--- src/rtl/rs_dispatch_unit.sv ---
// rtl/rs_dispatch_unit.sv - in-order dispatch FIFO feeding a bank of reservation stations
//
// Buffers decoded instructions in a small FIFO and writes the head entry into
// one reservation station per cycle. A station qualifies when its type code
// matches the head type and it is not full; qualifying stations are chosen
// round-robin starting at rr_ptr.
//
// Ports:
//   clock_i        clock
//   reset_i        asynchronous reset, active-low
//   enable_i       decode presents a valid instruction
//   flush_i        synchronous flush of all buffered instructions
//   stall_i        global stall; blocks dispatch, enqueue still allowed
//   funcUnitType_i functional-unit type of the incoming instruction
//   inst_i         incoming instruction bundle
//   rsFull_i       per-station full flags (bit k = station k)
//   full_o         FIFO full; decode must hold
//   empty_o        FIFO empty
//   enable_o       one-hot registered write strobe to station k
//   payload_o      registered bundle broadcast to all stations
//   unroutable_o   registered: head type matches no station
module rs_dispatch_unit #(
  parameter int numStations      = 4,
  parameter int funcUnitCodeSize = 3,
  parameter logic [numStations*funcUnitCodeSize-1:0] stationTypes = {3'd0, 3'd0, 3'd1, 3'd2},
  parameter int fifoIdxBits      = 2,
  parameter int payloadWidth     = 305
) (
  input  logic                        clock_i,
  input  logic                        reset_i,
  input  logic                        enable_i,
  input  logic                        flush_i,
  input  logic                        stall_i,
  input  logic [funcUnitCodeSize-1:0] funcUnitType_i,
  input  logic [payloadWidth-1:0]     inst_i,
  input  logic [numStations-1:0]      rsFull_i,
  output logic                        full_o,
  output logic                        empty_o,
  output logic [numStations-1:0]      enable_o,
  output logic [payloadWidth-1:0]     payload_o,
  output logic                        unroutable_o
);

  localparam int DEPTH = 2 ** fifoIdxBits;
  localparam int CNT_W = fifoIdxBits + 1;
  localparam int ENT_W = funcUnitCodeSize + payloadWidth;
  localparam int RR_W  = (numStations > 1) ? $clog2(numStations) : 1;

  // Each entry stores {type, bundle}; type lives in the MSBs.
  logic [ENT_W-1:0]       mem [DEPTH];
  logic [fifoIdxBits-1:0] head_ptr;
  logic [fifoIdxBits-1:0] tail_ptr;
  logic [CNT_W-1:0]       count;
  logic [RR_W-1:0]        rr_ptr;

  logic                        fifo_full;
  logic                        fifo_empty;
  logic [ENT_W-1:0]            head_entry;
  logic [funcUnitCodeSize-1:0] head_type;
  logic [numStations-1:0]      cand;
  logic                        match_any;
  logic                        found;
  logic [RR_W-1:0]             sel;
  logic [numStations-1:0]      sel_onehot;
  logic                        push;
  logic                        pop;

  assign fifo_full  = (count == CNT_W'(DEPTH));
  assign fifo_empty = (count == '0);
  assign full_o     = fifo_full;
  assign empty_o    = fifo_empty;

  assign head_entry = mem[head_ptr];
  assign head_type  = head_entry[ENT_W-1 -: funcUnitCodeSize];

  // Station 0's type code sits in the MSBs of stationTypes.
  always_comb begin
    cand      = '0;
    match_any = 1'b0;
    for (int k = 0; k < numStations; k++) begin
      if (stationTypes[(numStations-1-k)*funcUnitCodeSize +: funcUnitCodeSize] == head_type) begin
        match_any = 1'b1;
        cand[k]   = !fifo_empty && !rsFull_i[k];
      end
    end
  end

  // Round-robin pick: first candidate at or after rr_ptr, wrapping.
  always_comb begin
    found = 1'b0;
    sel   = '0;
    for (int i = 0; i < numStations; i++) begin
      if (!found && cand[(int'(rr_ptr) + i) % numStations]) begin
        found = 1'b1;
        sel   = RR_W'((int'(rr_ptr) + i) % numStations);
      end
    end
  end

  always_comb begin
    sel_onehot = '0;
    for (int k = 0; k < numStations; k++) begin
      sel_onehot[k] = (int'(sel) == k);
    end
  end

  // A full FIFO refuses input even if the head leaves this same cycle.
  assign push = enable_i && !fifo_full && !flush_i;
  assign pop  = found && !stall_i && !flush_i;

  always_ff @(posedge clock_i) begin
    if (push) begin
      mem[tail_ptr] <= {funcUnitType_i, inst_i};
    end
  end

  always_ff @(posedge clock_i or negedge reset_i) begin
    if (!reset_i) begin
      count        <= '0;
      head_ptr     <= '0;
      tail_ptr     <= '0;
      rr_ptr       <= '0;
      enable_o     <= '0;
      payload_o    <= '0;
      unroutable_o <= 1'b0;
    end else if (flush_i) begin
      // rr_ptr and payload_o deliberately survive a flush.
      count        <= '0;
      head_ptr     <= '0;
      tail_ptr     <= '0;
      enable_o     <= '0;
      unroutable_o <= 1'b0;
    end else begin
      unroutable_o <= !fifo_empty && !match_any;
      if (push) begin
        tail_ptr <= tail_ptr + fifoIdxBits'(1);
      end
      if (pop) begin
        head_ptr  <= head_ptr + fifoIdxBits'(1);
        rr_ptr    <= RR_W'((int'(sel) + 1) % numStations);
        enable_o  <= sel_onehot;
        payload_o <= head_entry[payloadWidth-1:0];
      end else begin
        enable_o <= '0;
      end
      case ({push, pop})
        2'b10:   count <= count + CNT_W'(1);
        2'b01:   count <= count - CNT_W'(1);
        default: count <= count;
      endcase
    end
  end

endmodule

--- config.mk ---
export PLATFORM = sky130hd
export DESIGN_NAME = rs_dispatch_unit
export DESIGN_NICKNAME = d
export VERILOG_FILES = /design/src/rtl/rs_dispatch_unit.sv
export SDC_FILE = /design/constraint.sdc
export NUM_CORES = 1
export LEC_CHECK = 0
export ABC_AREA = 1
export CAP_MARGIN = 25
export CORE_UTILIZATION = 38
export DETAILED_ROUTE_END_ITERATION = 10
export GPL_TIMING_DRIVEN = 0
export PLACE_DENSITY_LB_ADDON = 0.2
export SYNTH_ARGS = -nofsm -noshare
export SYNTH_HDL_FRONTEND = slang
export SYNTH_SLANG_ARGS = --single-unit
--- constraint.sdc ---
create_clock -name clock_i -period 16.83 [get_ports clock_i]
set_input_delay 3.366 -clock clock_i [delete_from_list [all_inputs] [get_ports clock_i]]
set_output_delay 3.366 -clock clock_i [all_outputs]
set_load 0.01 [all_outputs]
After elaboration in Yosys (flattened, before gate mapping)
Memory sizes are Yosys's and may differ from the RTL's.
Index checks and enable logic that the tools add are counted.

word-level totals
  register bits after elaboration = 319
  bits in writable memories = 1232
  bits of input ports = 317
  output and inout port bits = 312
  memories kept = 1

memories
  memory  words  width  read ports  clocked after Yosys merged registers in  write ports  RTL line  source
  mem     4      308    1           0                                        1            50        logic [ENT_W-1:0] mem [DEPTH];

operators by class
  add/sub/neg operators = 8
  order comparisons = 4
  equal/unequal tests = 8
  muxes and demuxes = 37
  bitwise gates (word level) = 4
  reduce and logical (&&, ||, !) cells = 34

operators with widths
  cell                   number
  $mux W1                21
  $mux W2                8
  $logic_and A1 B1 Y1    12
  $logic_not A1 Y1       12
  $lt A3 B4 Y1 const B   3
  $add A2 B1 Y2 const B  4
  $bmux W1 S2            4
  $mux W4                2
  $eq A2 B2 Y1 const B   3
  $logic_not A3 Y1       2
  $pmux W3 S2            1
  $reduce_or A2 Y1       3
  $add A2 B2 Y2 const B  2
  $eq A2 B1 Y1 const B   2
  $reduce_bool A2 Y1     2
  $add A3 B1 Y3 const B  1
  $and A1 B1 Y1 const A  3
  $eq A1 B3 Y1 const A   1
  $eq A2 B3 Y1 const A   1
  $eq A3 B3 Y1 const B   1
  $lt A2 B3 Y1 const B   1
  $mux W3                1
  $reduce_bool A3 Y1     1
  $sub A3 B1 Y3 const B  1
  3 further kinds        3

Logic depth before layout (Yosys ltp)
Gate-level depths: netlist of run 1.

  depth after elaboration = 21
  depth in mapped cells = 21
  mapped depth without buffers = 19

Worst setup path after synthesis of run 1
OpenSTA, ideal clock, no wires.

  kind = input port to flip-flop
  start point = input enable_i
  end point = memory mem[0][0] (netlist bit) (enable)
  setup time = 0.983 ns
  arrival time = 16.377 ns
  data required time = 15.847 ns
  slack = -0.529 ns
  stages = 4
  buffers on the path = 0
  cell sequence = nand2_1 > nor2_1 > inv_1 > nor2_1

between the ends
  cells in the longest elaborated chain, start to end = 4

RTL lines
  what                               RTL line  source
  from (decl)                        31        input logic enable_i,
  $logic_and A1 B1 Y1 (2 in series)  108       assign push = enable_i && !fifo_full && !flush_i;
  $mux W1                            112       if (push) begin
  $mux W1 (implied by the code)      113       mem[tail_ptr] <= {funcUnitType_i, inst_i};
  to (decl)                          50

Every way passes these cells.

Worst setup path after layout of run 1
  start point = register count[0]
  end point = output empty_o

between the ends
  cells in the longest elaborated chain, start to end = 1

RTL lines
  what                    RTL line  source
  from (decl)             53        logic [CNT_W-1:0] count;
  from (signal assigned)  147       2'b10: count <= count + CNT_W'(1);
  from (signal assigned)  148       2'b01: count <= count - CNT_W'(1);
  from (signal assigned)  149       default: count <= count;
  $logic_not A3 Y1        69        assign fifo_empty = (count == '0);
  to (decl)               38        output logic empty_o,

Every way passes these cells.

==> results.json, run 1 <==
{
  "status": "finished clean",
  "num_io_pins": 629,
  "ant_nets": 0,
  "grt_pass1_vias": 36400,
  "slew_headroom_pct": 26.8,
  "tightest_slew_ps": 1100,
  "synth_most_common_cell": "nand2_1",
  "syn-instance-count": 4112,
  "max_cap_violations": 0,
  "fin_cells": 7147,
  "postCtsSetupBuffers": 0,
  "drc": 0,
  "area_growth_pct": 27.0,
  "worst-r2r-cell-count": 13,
  "detail_route.first_pass.iterations": 6,
  "grt_max_degree": 99,
  "total_power_uw": 12400,
  "multi_input_area_sq_mm": 0.0114,
  "syn_avg_cell_area_sq_um": 14.0,
  "cts_buffers": 166,
  "antenna_found_initial": 57,
  "synth_edf_count": 1232,
  "finalMaxSlewViolations": 0,
  "required_ps": 13460,
  "regArea_sq_mm": 0.0450,
  "dr_wl_met3_microns": 13400,
  "fill_cells": 13100,
  "synth_top_cell_by_area": "edfxtp_1",
  "grt_pass1_wl_microns": 242000,
  "hold_buffers": 0,
  "setup_ws_ps": 11080,
  "setup_viol": 0,
  "top_layer": "met5",
  "ir_worst_vdd_mv": 0.0860,
  "die_w_microns": 391,
  "synthDistinctLibCells": 29,
  "crit_start": "count[0]$_DFFE_PN0P_",
  "clk_latency_ps": 790,
  "nets": 5300,
  "die-height_microns": 391,
  "r2r-start": "head_ptr[1]$_DFFE_PN0P_",
  "dpl_cell_area_sq_mm": 0.0678,
  "end_kind": "primary output",
  "dp_hpwl_microns": 113000,
  "yosys-top-cells-area": "edfxtp_1 64%, dfrtp_1 14%, nand2_1 8.2%",
  "min-delay-start": "payload_o[202]$_DFFE_PN0P_",
  "crit_end": "empty_o",
  "netlist_area_sq_mm": 0.0576,
  "die_area_sq_mm": 0.153,
  "async_reset_ff_share_pct": 20.6,
  "vias": 36700,
  "avgRoutedWirePerCell_microns": 23.4,
  "ctsHtreeMaxLevel": 4,
  "vias_per_cell": 5.13,
  "critPathLaunchType": "register",
  "initial_core_util_pct": 38.4,
  "p_leak_uw": 0.0265,
  "min_path_type": "reg2reg",
  "r2r_end": "payload_o[274]$_DFFE_PN0P_",
  "clock-root-buffer": "clkbuf_16",
  "hold_viol_final": 0,
  "drtIter0Drc": 2710,
  "final.min_clock_period_ps": 5750,
  "ctsResizeCount": 0,
  "synth_top_area_share_pct": 64.2,
  "yosys-top-cells-count": "1,265 x nand2_1, 1,232 x edfxtp_1, 319 x dfrtp_1",
  "grt_setup_unrepaired": "false",
  "synth_nets": 4438,
  "ys.flop_type": "edfxtp_1",
  "fin_area_sq_mm": 0.0732,
  "fin_skew_ps": 27.0,
  "grt_remaining_overflow": 0,
  "drt-met1-wl_microns": 70500,
  "cts.sinks": 1551,
  "ys_seq_area_share_pct": 78.1,
  "finalCritPeriodShare_pct": 34.2,
  "drive_gt1_share_pct": 7.64,
  "yosys_warnings": 0,
  "port_buffers": 628,
  "reg2reg_slack_ps": 13610,
  "pre_cts_slack_ps": 10440,
  "place_inst": 6821,
  "path_class": "reg2out",
  "rows": 142,
  "clk_pin_slew_ps": 60,
  "power_density_mw_per_mm2": 170,
  "wl_met2_microns": 79000,
  "crit_fanout": 5,
  "synth_seq_cells": 1551,
  "place.gp.congestion": 0.781,
  "cts_max_path_buffers": 3,
  "cts_tree": "yes",
  "finalWirelength_microns": 167000,
  "worstPathArrival_ps": 2390,
  "core_sq_mm": 0.150,
  "fmax_mhz": 174,
  "grt_usage_pct": 21.6,
  "holdWs_ps": 484
}
[routing by layer]
layer | vias to the layer above | GRT usage [%]
li1 | 16900 | -
met1 | 18400 | 28.6
met2 | 1040 | 34.1
met3 | 294 | 6.48
met4 | 70 | 6.56
met5 | - | 0
[sequential cells by signal, summed over array words and instances (netlist names)]
name / cells
rr_ptr: 2
head_ptr: 2
mem: 1232
enable_o: 4
count: 3
payload_o: 305
tail_ptr: 2
unroutable_o: 1
[cell type report]
cell class | count | share of cell area [%]
flip-flops and latches | 1551 | 61.5
clock buffers | 238 | 6.51
plain buffers | 274 | 1.63
multi-input cells | 2256 | 15.5
diodes | 15 | 0.0513
repair buffers | 694 | 10.5
inverters | 31 | 0.162
clock inverters | 72 | 0.727
well taps | 2016 | 3.45
[cell usage in the layout, fill, tap and decap left out, types with 3 or more instances in the layout]
cell type | netlist | routed
nand2_1 | 1265 | 1265
edfxtp_1 | 1232 | 1232
clkdlybuf4s50_1 | 0 | 627
dfrtp_1 | 319 | 319
a21oi_1 | 309 | 309
o21ai_1 | 306 | 306
a32o_1 | 305 | 305
clkbuf_1 | 193 | 237
clkbuf_16 | 0 | 171
buf_2 | 51 | 51
buf_12 | 0 | 48
inv_1 | 28 | 28
clkinv_1 | 0 | 27
clkinv_2 | 0 | 26
nand3_1 | 25 | 25
clkbuf_8 | 0 | 23
nor2_1 | 21 | 17
buf_4 | 16 | 16
diode_2 | 0 | 15
buf_16 | 0 | 12
buf_1 | 9 | 9
ha_1 | 8 | 8
buf_6 | 5 | 6
buf_8 | 0 | 6
nor2_4 | 1 | 5
clkinvlp_4 | 0 | 5
o21ai_0 | 4 | 4
bufinv_16 | 0 | 4
inv_6 | 0 | 3
clkinv_8 | 0 | 3
[critical path, stage by stage (launching register included)]
cell             delay [ps]
dfrtp_1                 430
nor2_1                  140
nand2_1                 150
inv_1                   210
clkdlybuf4s50_1         690
[metrics by stage]
stage                     utilization (%)  setup TNS (ps)
after floorplan                         -         -652100
after global placement               44.3               -
after detailed placement             45.2               0
after CTS                            48.7               0
after global routing                 48.7               0
final                                48.7               0
[cells by family after synthesis]
family | synth area share, %
flip-flops | 78.1
AND/OR/NAND/NOR | 8.75
adder cells (fa/ha/maj) | 0.208
buffers and inverters | 2.27
XOR/XNOR | 0.0304
AO/OA/AOI/OAI | 10.7
[power breakdown]
group	switching [uW]	internal (uW)	leakage, uW
logic	2380	1600	0.00869
registers	276	4660	0.0152
clock network	1480	2030	0.00259
total	4140	8290	0.0265
[worst min-delay path by stage]
stage                                             to  slack, ps  depth (start not counted)
final                     payload_o[202]$_DFFE_PN0P_        480                          2
after global routing      payload_o[155]$_DFFE_PN0P_        500                          2
after global placement     payload_o[42]$_DFFE_PN0P_        470                          2
after floorplan                 count[1]$_DFFE_PN0P_        500                          2
after CTS                 payload_o[155]$_DFFE_PN0P_        490                          2
after detailed placement  payload_o[115]$_DFFE_PN0P_        480                          2
Note: power is estimated with default switching activity, not from simulation.
==> inputs of run 2 (changes only) <==
- clock period: 16.83 -> 5.5 ns (I/O delays scaled with it)
==> run 2 against run 1 <==
  * Sequential share of layout area about the same
  * First-iteration DRC count decreased by 5.1%
  * Routed wire length increased by 0.79%
  * Non-clock buffer count decreased by 4
  * Cell area about the same
  * Hold slack got worse by 190 ps
  * Count of clock-buffer cells in the layout increased by 2
  * Flip-flop and latch count unchanged
  * Via count about the same
  * Critical endpoint unchanged
==> results.json, run 2 (same netlist as run 1, synthesis figures left out) <==
{
  "postCtsSetupBuffers": 0,
  "finalWirelength_microns": 169000,
  "grt_setup_unrepaired": "false",
  "finalCritPeriodShare_pct": 60.0,
  "rows": 142,
  "port_buffers": 628,
  "finalMaxSlewViolations": 0,
  "crit_start": "count[1]$_DFFE_PN0P_",
  "dp_hpwl_microns": 113000,
  "multi_input_area_sq_mm": 0.0114,
  "grt_remaining_overflow": 0,
  "status": "finished clean",
  "drive_gt1_share_pct": 7.61,
  "grt_usage_pct": 21.8,
  "ant_nets": 0,
  "cts.sinks": 1551,
  "die-height_microns": 391,
  "fill_cells": 13100,
  "core_sq_mm": 0.150,
  "largest_registers": "mem x1232, payload_o x305, enable_o x4",
  "max_cap_violations": 0,
  "ctsResizeCount": 0,
  "wl_met2_microns": 80300,
  "vias_per_cell": 5.13,
  "top_layer": "met5",
  "setup_tns_ps": 0,
  "p_leak_uw": 0.0265,
  "setup_viol": 0,
  "drt-met1-wl_microns": 71200,
  "required_ps": 4400,
  "final_cell_mix": "1,264 x nand2_1, 1,232 x edfxtp_1, 627 x clkdlybuf4s50_1",
  "ir_worst_vdd_mv": 0.329,
  "area_growth_pct": 27.1,
  "place.gp.congestion": 0.774,
  "drc": 0,
  "path_class": "reg2out",
  "total_power_uw": 38300,
  "place_inst": 6817,
  "clock-root-buffer": "clkbuf_16",
  "regMostFlops": "mem",
  "antenna_found_initial": 47,
  "power_density_mw_per_mm2": 523,
  "die_area_sq_mm": 0.153,
  "drtIter0Drc": 2571,
  "fin_cells": 7146,
  "initial_core_util_pct": 38.4,
  "detail_route.first_pass.iterations": 5,
  "nets": 5294,
  "hold_buffers": 0,
  "cts_tree": "yes",
  "slew_headroom_pct": 23.9,
  "ctsHtreeMaxLevel": 4,
  "dr_wl_met3_microns": 12600,
  "grt_max_degree": 93,
  "grt_pass1_wl_microns": 246000,
  "crit_fanout": 5,
  "clk_latency_ps": 800,
  "fmax_mhz": 303,
  "fin_skew_ps": 52.0,
  "min_path_type": "in2async",
  "grt_pass1_vias": 36900,
  "end_kind": "primary output",
  "num_io_pins": 629,
  "die_w_microns": 391,
  "avgRoutedWirePerCell_microns": 23.6,
  "cts_max_path_buffers": 3,
  "final_common_cell": "nand2_1",
  "worstPathArrival_ps": 2200,
  "critPathLaunchType": "register",
  "r2r-start": "head_ptr[1]$_DFFE_PN0P_",
  "regArea_sq_mm": 0.0450,
  "tightest_slew_ps": 1140,
  "cts_buffers": 164,
  "clk_pin_slew_ps": 60,
  "largest_register_ffs": 1232,
  "final.min_clock_period_ps": 3300,
  "hold_viol_final": 0,
  "final_util_pct": 48.8,
  "vias": 36700
}
[run 2: changes by cell type in the layout (fill, tap and decap cells not counted), moves of 2 or more]
cell       change
clkbuf_1       +9
diode_2        +6
inv_16         +2
clkinv_2       -5
clkinv_16      +2
clkinv_1      -11
clkbuf_16      -6
bufinv_16      +6
buf_12         -3
[run 2: where the power goes]
part           internal (uW)  total [uW]  switching [uW]
logic                   4870       12300            7410
registers              14300       15000             777
clock network           6360       11000            4600
[run 2: layout make-up]
| type | instances | area share, % |
|---|---|---|
| timing repair buffer | 690 | 10.4 |
| multi-input combinational | 2256 | 15.5 |
| antenna | 21 | 0.0718 |
| clock inverter | 67 | 1.02 |
| tap | 2016 | 3.44 |
| sequential | 1551 | 61.4 |
| clock buffer | 240 | 6.32 |
| inverter | 31 | 0.166 |
| buffer | 274 | 1.62 |
[run 2: routing by layer]
metal  global-route usage, %  up-vias
met2                    34.9     1080
met3                    6.01      256
met4                    6.68       50
met5                       0        -
met1                    28.9    18400
li1                        -    16900
[run 2: per-stage QoR]
| step | instance area [sq um] | hold slack, ps | worst slack (ps) |
|---|---|---|---|
| finish | 73200 | 289 | 2200 |
| global route | 73200 | 321 | 2010 |
| CTS | 73200 | 307 | 2110 |
| detailed placement | 67800 | 478 | 1500 |
| global placement | 66500 | 475 | -13770 |
| floorplan | 57700 | 501 | -816 |
[run 2: worst max-delay path, cell delays in order (launching register included)]
cell and delay [ps]:
dfrtp_1 410, nor2_1 150, nand2_1 80, inv_1 150, clkdlybuf4s50_1 640
[run 2: worst paths after layout]
check | end | slack [ps] | cells past startpoint
max in group asynchronous | payload_o[132]$_DFFE_PN0P_ | 3600 | 3
worst min register to register | payload_o[117]$_DFFE_PN0P_ | 490 | 2
worst min-delay path | payload_o[294]$_DFFE_PN0P_ | 290 | 1
worst max-delay path | empty_o | 2200 | 4
min in group clock_i | payload_o[117]$_DFFE_PN0P_ | 490 | 2
worst max register to register | payload_o[275]$_DFFE_PN0P_ | 2380 | 13
